<file path="src/rtl/seq_restoring_divider.sv">
`default_nettype none
// ============================================================================
//  Module      : seq_restoring_divider
//  Description : Sequential unsigned N-bit restoring divider. One quotient
//                bit is resolved per clock: the {R,Q} working pair is shifted
//                left and the divisor is trial-subtracted from R, restoring
//                R when the trial goes negative.
//  Ports       : clk, rst          - clock, async active-high reset
//                start             - request a division (IDLE/DONE only)
//                dividend, divisor - operands, sampled on accepted start
//                busy              - high while iterating (RUN)
//                done              - one-cycle result-valid pulse
//                quotient,remainder- registered results, held until next
//                                    completion
//                div_by_zero       - accepted divisor was zero
//  Revision    : 1.0 - initial release
// ============================================================================
module seq_restoring_divider #(
    parameter int N = 5
) (
    input  logic         clk,
    input  logic         rst,
    input  logic         start,
    input  logic [N-1:0] dividend,
    input  logic [N-1:0] divisor,
    output logic         busy,
    output logic         done,
    output logic [N-1:0] quotient,
    output logic [N-1:0] remainder,
    output logic         div_by_zero
);

    localparam int CW = $clog2(N + 1);

    typedef enum logic [1:0] {
        S_IDLE = 2'd0,
        S_RUN  = 2'd1,
        S_DONE = 2'd2
    } state_t;

    state_t        r_state;
    state_t        w_state_nxt;

    logic [N-1:0]  r_d;
    logic [N-1:0]  r_q;
    logic [N:0]    r_r;
    logic [CW-1:0] r_cnt;

    logic          w_accept;
    logic          w_div_zero;
    logic          w_last;
    logic [N:0]    w_r_sh;
    logic [N:0]    w_trial;
    logic [N:0]    w_r_new;
    logic [N-1:0]  w_q_new;

    assign w_accept   = start && (r_state != S_RUN);
    assign w_div_zero = (divisor == '0);
    assign w_last     = (r_cnt == CW'(1));

    // One restoring step. R is always below D before the shift, so the
    // shifted value fits in N+1 bits and the trial MSB is a true sign bit.
    assign w_r_sh  = {r_r[N-1:0], r_q[N-1]};
    assign w_trial = w_r_sh - {1'b0, r_d};
    assign w_r_new = w_trial[N] ? w_r_sh : w_trial;
    assign w_q_new = {r_q[N-2:0], ~w_trial[N]};

    // Status outputs are decoded from the state register only, so there is
    // no combinational path from start.
    assign busy = (r_state == S_RUN);
    assign done = (r_state == S_DONE);

    always_ff @(posedge clk or posedge rst) begin
        if (rst) begin
            r_state <= S_IDLE;
        end else begin
            r_state <= w_state_nxt;
        end
    end

    always_comb begin
        w_state_nxt = r_state;
        case (r_state)
            S_IDLE: begin
                if (start) begin
                    w_state_nxt = w_div_zero ? S_DONE : S_RUN;
                end
            end
            S_RUN: begin
                if (w_last) begin
                    w_state_nxt = S_DONE;
                end
            end
            S_DONE: begin
                if (start) begin
                    w_state_nxt = w_div_zero ? S_DONE : S_RUN;
                end else begin
                    w_state_nxt = S_IDLE;
                end
            end
            default: begin
                w_state_nxt = S_IDLE;
            end
        endcase
    end

    always_ff @(posedge clk or posedge rst) begin
        if (rst) begin
            r_d         <= '0;
            r_q         <= '0;
            r_r         <= '0;
            r_cnt       <= '0;
            quotient    <= '0;
            remainder   <= '0;
            div_by_zero <= 1'b0;
        end else if (w_accept) begin
            if (w_div_zero) begin
                // Short-circuit: no iterations, saturated quotient.
                quotient    <= '1;
                remainder   <= dividend;
                div_by_zero <= 1'b1;
            end else begin
                r_d         <= divisor;
                r_q         <= dividend;
                r_r         <= '0;
                r_cnt       <= CW'(N);
                div_by_zero <= 1'b0;
            end
        end else if (r_state == S_RUN) begin
            r_q   <= w_q_new;
            r_r   <= w_r_new;
            r_cnt <= r_cnt - CW'(1);
            if (w_last) begin
                quotient  <= w_q_new;
                remainder <= w_r_new[N-1:0];
            end
        end
    end

endmodule
`default_nettype wire

</file>
<file path="config.mk">
export PLATFORM = sky130hd
export DESIGN_NAME = seq_restoring_divider
export DESIGN_NICKNAME = d
export VERILOG_FILES = /design/src/rtl/seq_restoring_divider.sv
export SDC_FILE = /design/constraint.sdc
export NUM_CORES = 1
export LEC_CHECK = 0
export CORE_MARGIN = 8
export CORE_UTILIZATION = 53
export DETAILED_ROUTE_END_ITERATION = 12
export PLACE_DENSITY = 0.79
export SLEW_MARGIN = 0
export SYNTH_ARGS = -nofsm -noshare
export SYNTH_HDL_FRONTEND = slang
export SYNTH_SLANG_ARGS = --single-unit
</file>
<file path="constraint.sdc">
create_clock -name clk -period 2.8 [get_ports clk]
set_clock_uncertainty 0.15 [all_clocks]
set_input_delay 0.7 -clock clk [delete_from_list [all_inputs] [get_ports clk]]
set_output_delay 0.7 -clock clk [all_outputs]
set_load 0.005 [all_outputs]
</file>
==> impl_metrics.ini, run 1 <==
[logic_synthesis]
yosys_warnings = 0
synth_area_leaders = dfrtp_1 (45%), nand2_1 (7.2%), ha_1 (5.1%)
avgSynthCellArea_um2 = 9.279
synthArstFlopShare = 1.000
synth.most_common_cell = nand2_1
synth_area_leader_cell = dfrtp_1
ys_seq_area_frac = 0.4519
ys_ff_latch = 31
synth_edf_count = 0
synth_top_area_share = 0.4519
syn_area_um2 = 1717
ys.flop_type = dfrtp_1
synthDistinctLibCells = 42
syn-num-nets = 206
synth_common_cells = nand2_1 (33), dfrtp_1 (31), nor2_1 (13)
synthCells = 185

[placement]
place_area_um2 = 2023
dpl.hpwl_um = 3201
gp_congestion = 0.9577
numPortBuffers = 25

[finish]
layout.nets = 236
diodes = 0
area_growth_pct = 21.87
final_area_um2 = 2092
fillers = 251
drive_gt1_frac = 0.07407
finish.utilization = 0.6797

[sta]
whs_ps = 347.1
tns_ps = 0
hold_viol = 0
drv_slew = 0
tightestPinTransition_ps = 572.1
period_share = 0.9080
setup_violations = 0
clock.fmax_ghz = 0.3933
fin_crit_ps = 2542
relSlewSlack = 0.6184
rsz0062_at_grt = false

[run_status]
status = complete, no violations

[die]
io_pins = 26
rows = 20
dieWidth_um = 72.91
start_util = 0.5577
die_area_um2 = 5316
coreArea_um2 = 3078
die_h_um = 72.91

[worst_setup_path]
path_max_fanout = 10
required_ps = 1950
cp.depth = 3
critPathLaunchType = flip-flop
worstPathArrival_ps = 1690
cpMaxStageDelayCell = clkdlybuf4s50_1
crit_family = buffers and inverters
reg2reg_depth = 6
cp_cell_sequence = nand2b_4, clkinv_1, clkdlybuf4s50_1
worst-path-buf-inv = 2
worstSetupPathType = reg -> out
worstSetupEndpointType = primary output
slowest_delay_ps = 530

[cts]
cts_sinks = 31
cts_tree = yes
ctsHtreeMaxLevel = 2
cts_hold_buf = 0
post_cts_resized = 0
cts-root-buf = clkbuf_4
clkTransAtPathRegs_ps = 90
clockBufferDepth = 2
cts_made_buffers = 5
clk_latency_ps = 340
post_cts_buffers = 0

[power]
leakagePower_nw = 0.9111
total_power_mw = 2.694
pwr_density_cell_nw_per_um2 = 1288
ir_worst_vdd_uv = 672.6

[min_path]
holdCritPathClass = reg -> reg
whs_path_depth = 1

[global_routing]
antenna_found_initial = 0
gr-usage-all-layers = 0.1750
grt_overflow_total = 0
grt_max_degree = 32
grt_pass1_wl_um = 7189
grt_pass1_vias = 1583

[routing]
dr_total_vias = 1560
first_pass_iters = 4
drt_wl_total_um = 4255
wl_per_cell_um = 16.37
dr.first_iter.drc_count = 88
postRouteAntennaNets = 0
avgViaCountPerCell = 6.000
drc = 0

[flow_run]
maxCapViolCount = 0
==> cells in the final DEF, fill, tap and decap left out, types with 5 or more instances in the layout <==
| cell | n |
|---|---|
| a31oi_1 | 11 |
| nand2b_1 | 5 |
| ha_1 | 7 |
| clkdlybuf4s50_1 | 25 |
| o22a_1 | 5 |
| nand3_1 | 5 |
| clkbuf_4 | 5 |
| dfrtp_1 | 31 |
| o21ai_0 | 6 |
| a21o_1 | 5 |
| nand2_1 | 33 |
| buf_4 | 5 |
| inv_1 | 9 |
| nor2_1 | 13 |
==> metrics by stage <==
stage	std cells	worst slack [ps]
finish	260	257.7
global route	260	172.4
CTS	260	276.9
detailed placement	252	233.0
global placement	252	339.5
floorplan	185	713.8
==> sequential cells by signal, indices dropped and copies added, names as in the netlist <==
signal / cells
r_q: 5
r_state: 2
div_by_zero: 1
quotient: 5
remainder: 5
r_r: 5
r_cnt: 3
r_d: 5
==> path summary, 6_finish.rpt <==
path / end / slack [ps] / start
min in group asynchronous: quotient[2] / 610 / rst
hold / removal: div_by_zero / 350 / div_by_zero
setup reg to reg: r_r[3] / 500 / r_r[2]
hold reg to reg: div_by_zero / 350 / div_by_zero
max in group asynchronous: r_d[2] / 1600 / rst
setup / recovery: busy / 260 / r_state[0]
==> power by group <==
group | leakage [nW] | total [mW] | internal, mW | switching, mW
clock | 0.0386 | 0.302 | 0.148 | 0.154
sequential | 0.368 | 0.834 | 0.657 | 0.177
combinational | 0.505 | 1.56 | 0.705 | 0.852
total | 0.911 | 2.69 | 1.51 | 1.18
==> worst reg2reg max path, stage by stage, from the launching register on <==
cell and delay [ps]:
dfrtp_1 430, ha_1 370, a21o_1 240, a21o_1 230, or3_1 470, nand4_1 160
o211ai_1 120
==> logic make-up after synthesis <==
logic type,Yosys count,share of synthesized area
mux,2,0.01166
simple gates,73,0.1990
compound gates,50,0.2114
fa+ha+maj,8,0.06268
xor+xnor,4,0.02041
buf+inv,17,0.04300
flops,31,0.4519
==> area by class of cell <==
cell class              instances  area (um^2)  area share
multi-input cells             137        867.1      0.4145
flip-flops and latches         31        775.7      0.3708
repair buffers                 30        287.8      0.1376
clock buffers                   8        68.82     0.03289
well taps                      44        55.05     0.02632
inverters                      10        37.54     0.01794
==> per-layer routing <==
layer  part of all wire  wire (um)  vias to the layer above  global-route usage
met5                  0          0                        -                   0
met1               0.41       1735                      766              0.1924
met2               0.51       2169                       57              0.2972
met3              0.055        232                       14             0.04808
met4              0.028        118                        0             0.09556
li1                   -          -                      723                   -
Power figures use the tool's default switching activity.
==> run 2, diff against run 1 <==
Settings changed: CORE_UTILIZATION 53 to 62, DONT_BUFFER_PORTS set to 1, PLACE_DENSITY 0.79 to 0.78.
==> impl_metrics.ini, run 2 (same netlist as run 1, synthesis figures left out) <==
[cts]
post_cts_buffers = 0
ctsHtreeMaxLevel = 2
clkTransAtPathRegs_ps = 100
cts_hold_buf = 0
clk_latency_ps = 340
cts_made_buffers = 5
cts_sinks = 31
post_cts_resized = 0
cts_tree = yes
clockBufferDepth = 2
cts-root-buf = clkbuf_4

[worst_setup_path]
worstSetupPathType = reg -> reg
critPathLaunchType = flip-flop
cp_cell_sequence = ha_1, a21o_1, a21o_1, nor3_1, o21ai_0, a31oi_1
slowest_delay_ps = 430
required_ps = 2900
path_max_fanout = 5
worstPathArrival_ps = 2400
worstSetupEndpointType = flip-flop
timing.critical_path.mode_cell = a21o_1
cpMaxStageDelayCell = dfrtp_1

[min_path]
holdCritPathClass = in -> async

[die]
dieWidth_um = 68.62
start_util = 0.6390
rows = 19
die_area_um2 = 4709
coreArea_um2 = 2686
die_h_um = 68.62
io_pins = 26

[global_routing]
grt_max_degree = 32
grt_pass1_vias = 1445
antenna_found_initial = 0
grt_pass1_wl_um = 6492
grt_overflow_total = 0
gr-usage-all-layers = 0.1841

[power]
pwr-share-seq = 0.339
swShare = 0.4439
pwr_density_cell_nw_per_um2 = 1377
ir_worst_vdd_uv = 946.4
combPwrFrac = 0.529
total_power_mw = 2.497
leakagePower_nw = 0.8034
power_switching_mw = 1.108
p_clk_frac = 0.132
p_int_mw = 1.389

[sta]
period_share = 0.8228
whs_ps = 161.6
worst_slack_ps = 496.2
fin_crit_ps = 2304
rsz0062_at_grt = false
tns_ps = 0
relSlewSlack = 0.5531
setup_violations = 0
clock.fmax_ghz = 0.4341
hold_viol = 0
drv_slew = 0
tightestPinTransition_ps = 670.3

[finish]
drive_gt1_frac = 0.06915
mostFrequentLayoutCell = nand2_1
fillers = 207
mostFrequentLayoutCells = nand2_1 (33), dfrtp_1 (31), nor2_1 (13), a31oi_1 (11), inv_1 (9)
area_growth_pct = 5.612
diodes = 0
final_area_um2 = 1813
layout.nets = 209

[routing]
avgViaCountPerCell = 6.434
dr_total_vias = 1409
first_pass_iters = 4
wl_per_cell_um = 17.51
met1_length_um = 1545
postRouteAntennaNets = 0
drt_wl_total_um = 3834
wl_met3_um = 339
wl_met2_um = 1877
highest_layer = met4
dr.first_iter.drc_count = 138
drc = 0

[placement]
place_area_um2 = 1742
dpl.hpwl_um = 2870
place_ws_ps = 543.9
gp_congestion = 0.8586
numPortBuffers = 0

[run_status]
status = complete, no violations

[flow_run]
maxCapViolCount = 0
==> run 2: changes by cell type in the layout (fill, tap and decap cells not counted), sizes merged <==
cell,before,now
clkbuf,8,6
buf,5,3
clkdlybuf4s50,25,0
bufinv,0,1
==> run 2: power by group through the flow <==
| stage | Sequential, mW | Combinational, mW | Clock (mW) |
|---|---|---|---|
| after floorplan | 0.789 | 1.10 | 0 |
| after global placement | 0.843 | 1.24 | 0 |
| after detailed placement | 0.856 | 1.30 | 0 |
| after CTS | 0.848 | 1.31 | 0.341 |
| after global routing | 0.874 | 1.48 | 0.361 |
| final | 0.847 | 1.32 | 0.331 |
==> run 2: final timing paths <==
kind	cells after the start	end	startpoint	slack [ps]
worst min register to register	2	r_d[1]	r_d[1]	340
min in group clk	2	r_d[1]	divisor[1]	330
worst max-delay path	6	remainder[3]	r_r[2]	500
max in group asynchronous	2	r_d[1]	rst	2040
worst min-delay path	2	r_q[1]	rst	160
worst max register to register	6	remainder[3]	r_r[2]	500
==> run 2: metal layers <==
| layer | GRT usage | vias up |
|---|---|---|
| met5 | 0 | - |
| met1 | 0.2182 | 683 |
| li1 | - | 666 |
| met4 | 0.1049 | 0 |
| met3 | 0.07431 | 6 |
| met2 | 0.2776 | 54 |
==> run 2: worst max-delay path, delay by kind of cell (launching register included) <==
family | cells | cell delay, ps
flops | 1 | 430
compound gates | 4 | 860
fa+ha+maj | 1 | 370
simple gates | 1 | 390
==> run 2: layout make-up <==
class / count / area, um^2 / share of cell area
multi-input cells: 137 / 867.1 / 0.4783
flip-flops and latches: 31 / 775.7 / 0.4279
clock buffers: 6 / 41.29 / 0.02277
well taps: 31 / 38.79 / 0.02139
inverters: 10 / 37.54 / 0.02070
clock inverters: 1 / 30.03 / 0.01656
repair buffers: 3 / 22.52 / 0.01242
==> run 2: stage by stage <==
step	util	instances
floorplan	-	185
global placement	0.6483	212
detailed placement	0.6483	212
CTS	0.6749	219
global route	0.6749	219
finish	0.6749	219
==> run 3, diff against run 2 <==
Clock period 2.8 ns to 2.3 ns, I/O delays scaled along.
==> impl_metrics.ini, run 3 (same netlist as run 1, synthesis figures left out) <==
[run_status]
status = complete, no violations

[sta]
relSlewSlack = 0.6043
tightestPinTransition_ps = 593.2
rsz0062_at_grt = false
fin_crit_ps = 2200
hold_viol = 0
tns_ps = 0
clock.fmax_ghz = 0.4546
period_share = 0.9565
drv_slew = 0
whs_ps = 40.22
setup_violations = 0

[cts]
cts-root-buf = clkbuf_4
cts_tree = yes
clkTransAtPathRegs_ps = 100
cts_sinks = 31
ctsHtreeMaxLevel = 2
cts_hold_buf = 0
clk_latency_ps = 340
clockBufferDepth = 2
cts_made_buffers = 5

[worst_setup_path]
worstSetupPathType = reg -> reg
worstPathArrival_ps = 2270
required_ps = 2370
worstSetupEndpointType = flip-flop
path_max_fanout = 6
critPathLaunchType = flip-flop

[power]
pwr_density_cell_nw_per_um2 = 1673
total_power_mw = 3.116
ir_worst_vdd_uv = 1075
leakagePower_nw = 0.8314

[global_routing]
antenna_found_initial = 0
grt_max_degree = 32
grt_overflow_total = 0
grt_pass1_vias = 1411
grt_pass1_wl_um = 6527
gr-usage-all-layers = 0.1845

[routing]
first_pass_iters = 4
drc = 0
dr_total_vias = 1430
avgViaCountPerCell = 6.356
postRouteAntennaNets = 0
drt_wl_total_um = 4072
dr.first_iter.drc_count = 149
wl_per_cell_um = 18.10

[placement]
numPortBuffers = 0
place_area_um2 = 1787
dp_cells = 218
gp_congestion = 0.9080
dpl.hpwl_um = 2958

[die]
die_area_um2 = 4709
io_pins = 26
die_h_um = 68.62
start_util = 0.6390
rows = 19
dieWidth_um = 68.62
coreArea_um2 = 2686

[finish]
diodes = 0
drive_gt1_frac = 0.1237
layout.nets = 215
mostFrequentLayoutCells = nand2_1 (33), dfrtp_1 (31), nor2_1 (13), a31oi_1 (11)
fin_cells = 225
mostFrequentLayoutCell = nand2_1
final_area_um2 = 1862
fillers = 206
area_growth_pct = 8.455

[flow_run]
maxCapViolCount = 0

[min_path]
holdCritPathClass = in -> async
run 3: cell count changes in the layout (fill, tap and decap cells not counted), sizes merged:
cell,change
clkinv,+1
bufinv,-1
buf,+6
run 3: area by class of cell:
cell class / count / area (um^2) / area share
clock inverter: 1 / 5.005 / 0.002688
tap: 31 / 38.79 / 0.02083
clock buffer: 6 / 51.30 / 0.02755
sequential: 31 / 775.7 / 0.4167
multi-input combinational: 137 / 885.9 / 0.4758
timing repair buffer: 9 / 67.56 / 0.03629
inverter: 10 / 37.54 / 0.02016
run 3: critical path: stages (launching register included):
cell     delay, ps
dfrtp_1        420
ha_1           350
a21o_1         240
a21o_1         260
or3_4          430
a21oi_2        160
o31ai_2         80
run 3: timing repair:
item / in CTS / in global routing
resized for setup: 0 / 7
buffers inserted: 0 / 0
setup endpoints to repair: 0 / 9
run 3: metal layers:
layer | vias up | global-route usage | wire, um
met5 | - | 0 | 0
met4 | 0 | 0.07161 | 51
met2 | 43 | 0.2869 | 1947
li1 | 676 | - | -
met1 | 703 | 0.2305 | 1750
met3 | 8 | 0.06462 | 322
run 3: power breakdown:
part | switching, mW | internal (mW)
logic | 1.02 | 0.754
clock network | 0.191 | 0.141
registers | 0.206 | 0.801
total | 1.42 | 1.70
run 3: final timing paths:
| kind | from | end | slack, ps | cells past startpoint |
|---|---|---|---|---|
| setup / recovery | r_r[2] | r_r[2] | 100 | 6 |
| max in group asynchronous | rst | r_r[2] | 1670 | 2 |
| hold / removal | rst | r_q[0] | 40 | 2 |
| hold reg to reg | r_d[1] | r_d[1] | 340 | 2 |
| min in group clk | divisor[1] | r_d[1] | 200 | 2 |
| setup reg to reg | r_r[2] | r_r[2] | 100 | 6 |
run 3: per-stage QoR:
stage               setup WS [ps]    util
detailed placement          62.65  0.6651
CTS                         45.56  0.6861
global route               0.8380  0.6931
finish                      100.1  0.6931
global placement            151.0  0.6651
floorplan                   213.8       -
